$ cat src/rtl/fxp_divider_param.sv
// Iterative restoring fixed-point divider, Q(W-F).F operands and quotient, one quotient bit per clock.
// Optional two's-complement mode; divide-by-zero and overflow saturate the result and raise dvz/ovf.
module fxp_divider_param #(
  parameter int W      = 10,
  parameter int F      = 4,
  parameter int SIGNED = 0
) (
  input  logic         clk,
  input  logic         sclr,
  input  logic         start,
  input  logic [W-1:0] A_in,
  input  logic [W-1:0] B_in,
  output logic         busy,
  output logic         valid,
  output logic [W-1:0] Q_out,
  output logic         dvz,
  output logic         ovf,
  output logic [1:0]   dbg_state
);

  // Handshake: start is sampled only while busy=0; an accepted start raises busy on the
  // same edge. valid is a one-cycle pulse and Q_out/dvz/ovf stay stable until the next result.

  localparam int QW = W + F;
  localparam int CW = $clog2(QW);

  localparam logic [QW:0]  LIM_U = {{(F+1){1'b0}}, {W{1'b1}}};
  localparam logic [QW:0]  LIM_P = {{(F+2){1'b0}}, {(W-1){1'b1}}};
  localparam logic [QW:0]  LIM_N = {{(F+1){1'b0}}, 1'b1, {(W-1){1'b0}}};
  localparam logic [W-1:0] MAX_U = {W{1'b1}};
  localparam logic [W-1:0] MAX_P = {1'b0, {(W-1){1'b1}}};
  localparam logic [W-1:0] MIN_N = {1'b1, {(W-1){1'b0}}};

  typedef enum logic [1:0] {
    S_IDLE = 2'd0,
    S_CALC = 2'd1,
    S_FIX  = 2'd2,
    S_DONE = 2'd3
  } state_t;

  state_t        state;
  logic [CW-1:0] cnt;
  logic [QW-1:0] dvd;
  logic [W-1:0]  rem;
  logic [QW-1:0] quo;
  logic [W-1:0]  mag_b;
  logic          neg_q;
  logic          a_neg;
  logic          div_zero;

  logic [W-1:0]  a_mag;
  logic [W-1:0]  b_mag;
  logic          a_sign;
  logic          b_sign;
  logic [W:0]    rem_sh;
  logic [W:0]    rem_sub;
  logic          ge;
  logic [QW:0]   m_ext;
  logic [W-1:0]  fix_q;
  logic          fix_ovf;

  assign dbg_state = state;

  always_comb begin
    a_sign = (SIGNED != 0) && A_in[W-1];
    b_sign = (SIGNED != 0) && B_in[W-1];
    // Magnitudes stay W bits wide: the most negative value maps to 2^(W-1) unsigned.
    a_mag  = a_sign ? -A_in : A_in;
    b_mag  = b_sign ? -B_in : B_in;
  end

  always_comb begin
    rem_sh  = {rem, dvd[QW-1]};
    ge      = rem_sh >= {1'b0, mag_b};
    rem_sub = rem_sh - {1'b0, mag_b};
  end

  always_comb begin
    m_ext   = {1'b0, quo};
    fix_q   = quo[W-1:0];
    fix_ovf = 1'b0;
    if (div_zero) begin
      if (SIGNED == 0) fix_q = MAX_U;
      else             fix_q = a_neg ? MIN_N : MAX_P;
    end else if (SIGNED == 0) begin
      if (m_ext > LIM_U) begin
        fix_q   = MAX_U;
        fix_ovf = 1'b1;
      end
    end else if (!neg_q) begin
      if (m_ext > LIM_P) begin
        fix_q   = MAX_P;
        fix_ovf = 1'b1;
      end
    end else begin
      if (m_ext > LIM_N) begin
        fix_q   = MIN_N;
        fix_ovf = 1'b1;
      end else begin
        fix_q   = -quo[W-1:0];
      end
    end
  end

  always_ff @(posedge clk) begin
    if (sclr) begin
      state    <= S_IDLE;
      cnt      <= '0;
      dvd      <= '0;
      rem      <= '0;
      quo      <= '0;
      mag_b    <= '0;
      neg_q    <= 1'b0;
      a_neg    <= 1'b0;
      div_zero <= 1'b0;
      busy     <= 1'b0;
      valid    <= 1'b0;
      Q_out    <= '0;
      dvz      <= 1'b0;
      ovf      <= 1'b0;
    end else begin
      case (state)
        S_IDLE: begin
          valid <= 1'b0;
          if (start) begin
            busy     <= 1'b1;
            dvd      <= QW'(a_mag) << F;
            rem      <= '0;
            quo      <= '0;
            cnt      <= '0;
            mag_b    <= b_mag;
            neg_q    <= a_sign ^ b_sign;
            a_neg    <= a_sign;
            div_zero <= (B_in == '0);
            state    <= (B_in == '0) ? S_FIX : S_CALC;
          end
        end
        S_CALC: begin
          rem <= ge ? rem_sub[W-1:0] : rem_sh[W-1:0];
          quo <= {quo[QW-2:0], ge};
          dvd <= dvd << 1;
          cnt <= cnt + 1'b1;
          if (cnt == CW'(QW - 1)) state <= S_FIX;
        end
        S_FIX: begin
          Q_out <= fix_q;
          ovf   <= fix_ovf;
          dvz   <= div_zero;
          valid <= 1'b1;
          state <= S_DONE;
        end
        S_DONE: begin
          valid <= 1'b0;
          busy  <= 1'b0;
          cnt   <= '0;
          state <= S_IDLE;
        end
        default: state <= S_IDLE;
      endcase
    end
  end

endmodule

$ cat config.mk
export PLATFORM = sky130hd
export DESIGN_NAME = fxp_divider_param
export DESIGN_NICKNAME = d
export VERILOG_FILES = /design/src/rtl/fxp_divider_param.sv
export SDC_FILE = /design/constraint.sdc
export NUM_CORES = 1
export LEC_CHECK = 0
export CAP_MARGIN = 20
export CORE_AREA = 5 5 79 81
export CTS_CLUSTER_SIZE = 12
export DETAILED_ROUTE_END_ITERATION = 10
export DIE_AREA = 0 0 84 86
export GPL_TIMING_DRIVEN = 0
export PLACE_DENSITY = 0.82
export SYNTH_ARGS = -nofsm -noshare
export SYNTH_HDL_FRONTEND = slang
export SYNTH_SLANG_ARGS = --single-unit
$ cat constraint.sdc
create_clock -name clk -period 4.19 [get_ports clk]
set_input_delay 0.6285 -clock clk [delete_from_list [all_inputs] [get_ports clk]]
set_output_delay 0.6285 -clock clk [all_outputs]
set_load 0.01 [all_outputs]
==> results.json <==
{
  "outcome": "complete, no violations",
  "die_h_um": 86,
  "grt_pass1_wl_um": 11800,
  "numCtsBuffers": 9,
  "slew_headroom_pct": 48.2,
  "syn_inst": 373,
  "start_util_pct": 57.3,
  "num_vias": 2758,
  "drive_gt1_share_pct": 4.92,
  "vdd_drop_max_mv": 0.431,
  "drt_iter0_markers": 164,
  "layout_common_cells": "dfxtp_1 (65), nor2_1 (61), nand2_1 (44)",
  "clock-sinks": 65,
  "yosysSeqAreaShare_pct": 42.0,
  "r2r_end": "dvd[12]$_SDFFE_PP0P_",
  "rsz0062_at_grt": "no",
  "clk_pin_slew_ns": 0.07,
  "drtAntennaViolNets": 0,
  "critPathLaunchType": "flop",
  "synth_nets": 414,
  "grt_antenna_before_repair": 0,
  "critPathKind": "reg -> reg",
  "p_leak_nw": 1.44,
  "via_per_inst": 5.53,
  "die_area_mm2": 0.00722,
  "synth_warnings": 0,
  "arrival_ns": 2.62,
  "grt_remaining_overflow": 0,
  "critPathLaunch": "dbg_state[0]$_SDFFE_PP0P_",
  "fmax_mhz": 425,
  "drv_cap": 0,
  "synth_ff_type": "dfxtp_1",
  "core_area_mm2": 0.00541,
  "insertedDiodeCount": 0,
  "synth_edf_count": 0,
  "maxSlewViolCount": 0,
  "route.detailed.drc": 0,
  "tns_ns": 0,
  "ys_ff_latch": 65,
  "grt_max_degree": 12,
  "synth_area_mm2": 0.00310,
  "cts_setup_buffers": 0,
  "clock_skew_ns": 0.00759,
  "worst_slew_pin_slew_ns": 0.772,
  "worst_r2r_path_depth": 7,
  "place_hpwl_um": 5100,
  "setup-violations-final": 0,
  "die_w_um": 84,
  "num_rows": 27,
  "rrSetupSlack_ns": 1.84,
  "synth_area_per_cell_um2": 8.31,
  "power.total_w": 0.00277,
  "cts-root-buf": "clkbuf_8",
  "min_period_ns": 2.35,
  "grt_pass1_vias": 2685,
  "post_cts_resized": 0,
  "wire_per_inst_um": 13.9,
  "worst_hold_path_type": "reg -> reg",
  "r2r-start": "dbg_state[0]$_SDFFE_PP0P_",
  "ctsHoldBuffers": 0,
  "ios": 39,
  "endpoint_kind": "flop",
  "hold_viol_final": 0,
  "crit_required_ns": 4.45,
  "cts_buffer_depth": 2,
  "gp_congestion": 0.847,
  "wl_um": 6940,
  "endpoint": "dvd[12]$_SDFFE_PP0P_",
  "ctsHtreeMaxLevel": 3,
  "critPathMaxFanout": 10,
  "layout_commonest_cell": "dfxtp_1",
  "async_flop_share_pct": 0,
  "syn_to_final_growth_pct": 21.5,
  "firstDrtPassIters": 5,
  "portBuffers": 38,
  "cts_tree": "done",
  "clk_latency_ns": 0.35,
  "period_share_pct": 56.1,
  "yosysUniqueCellTypes": 42,
  "nNetsFinal": 463,
  "powerDensity_mw_per_mm2": 736,
  "track_usage_pct": 20.5
}
==> worst max-delay path: stages (launching register included) <==
cell and delay [ns]:
dfxtp_1 0.45, inv_1 0.09, ha_1 0.20, clkbuf_1 0.18, o21ai_1 0.65, clkbuf_1 0.43, nor2_1 0.07, a211oi_1 0.20
==> area by class of cell <==
class                   instances  area [um2]
inverters                      17        63.8
repair buffers                 38         380
multi-input cells             273        1660
plain buffers                  18        77.6
clock buffers                  11         141
fillers                       433        1640
clock inverters                 5        55.1
well taps                      72        90.1
flip-flops and latches         65        1300
==> worst min path at each step <==
stage / start / endpoint / cells after the start
after global routing: mag_b[5]$_SDFFE_PP0P_ / mag_b[5]$_SDFFE_PP0P_ / 2
after global placement: mag_b[9]$_SDFFE_PP0P_ / mag_b[9]$_SDFFE_PP0P_ / 2
after CTS: mag_b[7]$_SDFFE_PP0P_ / mag_b[7]$_SDFFE_PP0P_ / 2
after floorplan: mag_b[2]$_SDFFE_PP0P_ / mag_b[2]$_SDFFE_PP0P_ / 2
after detailed placement: mag_b[7]$_SDFFE_PP0P_ / mag_b[7]$_SDFFE_PP0P_ / 2
final: mag_b[5]$_SDFFE_PP0P_ / mag_b[5]$_SDFFE_PP0P_ / 2
==> state kept, by name, indices dropped and copies added (netlist names), 2 cells and up <==
signal,flops
Q_out,10
cnt,4
dbg_state,2
dvd,10
mag_b,10
quo,14
rem,10
==> layer usage <==
metal	routed length, um	GRT usage, %	up-vias	part of all wire [%]
li1	-	-	1397	-
met1	3110	24.7	1286	45
met2	3400	35.2	61	49
met3	291	5.09	14	4.2
met4	145	8.19	0	2.1
met5	0	0	-	0
==> kinds of logic after synthesis <==
logic type,Yosys count,share of synthesized area [%]
fa+ha+maj,18,7.51
compound gates,84,17.6
flops,65,42.0
mux,19,6.14
buf+inv,35,4.56
simple gates,148,21.0
xor+xnor,4,1.13
==> per-stage QoR <==
step / cell area, um2 / cells / hold slack, ns / setup slack (ns) / utilization, %
finish: 3760 / 499 / 0.456 / 1.84 / 69.7
global placement: 3570 / 483 / 0.446 / 1.67 / 66.0
detailed placement: 3570 / 483 / 0.449 / 1.66 / 66.0
CTS: 3760 / 499 / 0.459 / 1.80 / 69.7
global route: 3760 / 499 / 0.485 / 1.57 / 69.7
floorplan: 3100 / 373 / 0.436 / 2.17 / -
==> power breakdown <==
group	leakage (nW)	internal, W	switching, W
Clock	0.0953	0.000289	0.000243
Sequential	0.530	0.000754	0.0000878
Combinational	0.811	0.000614	0.000784
Total	1.44	0.00166	0.00112
==> cells in the mapped netlist (3+ instances only) <==
master | number | area [um2]
a21oi_1 | 27 | 135
inv_1 | 17 | 63.8
nand2b_1 | 8 | 50.1
ha_1 | 17 | 213
xnor2_1 | 3 | 26.3
nor2b_1 | 4 | 25.0
dfxtp_1 | 65 | 1300
a211oi_1 | 12 | 90.1
nand3_1 | 4 | 20.0
nor3_1 | 14 | 70.1
o21ai_1 | 7 | 35.0
nor2_1 | 61 | 229
buf_1 | 5 | 18.8
nand2_1 | 44 | 165
mux2i_1 | 19 | 190
or4_1 | 3 | 22.5
o211ai_1 | 3 | 22.5
clkbuf_1 | 10 | 37.5
a22oi_1 | 14 | 105
o21ai_0 | 7 | 35.0
(Power assumes the default switching activity.)
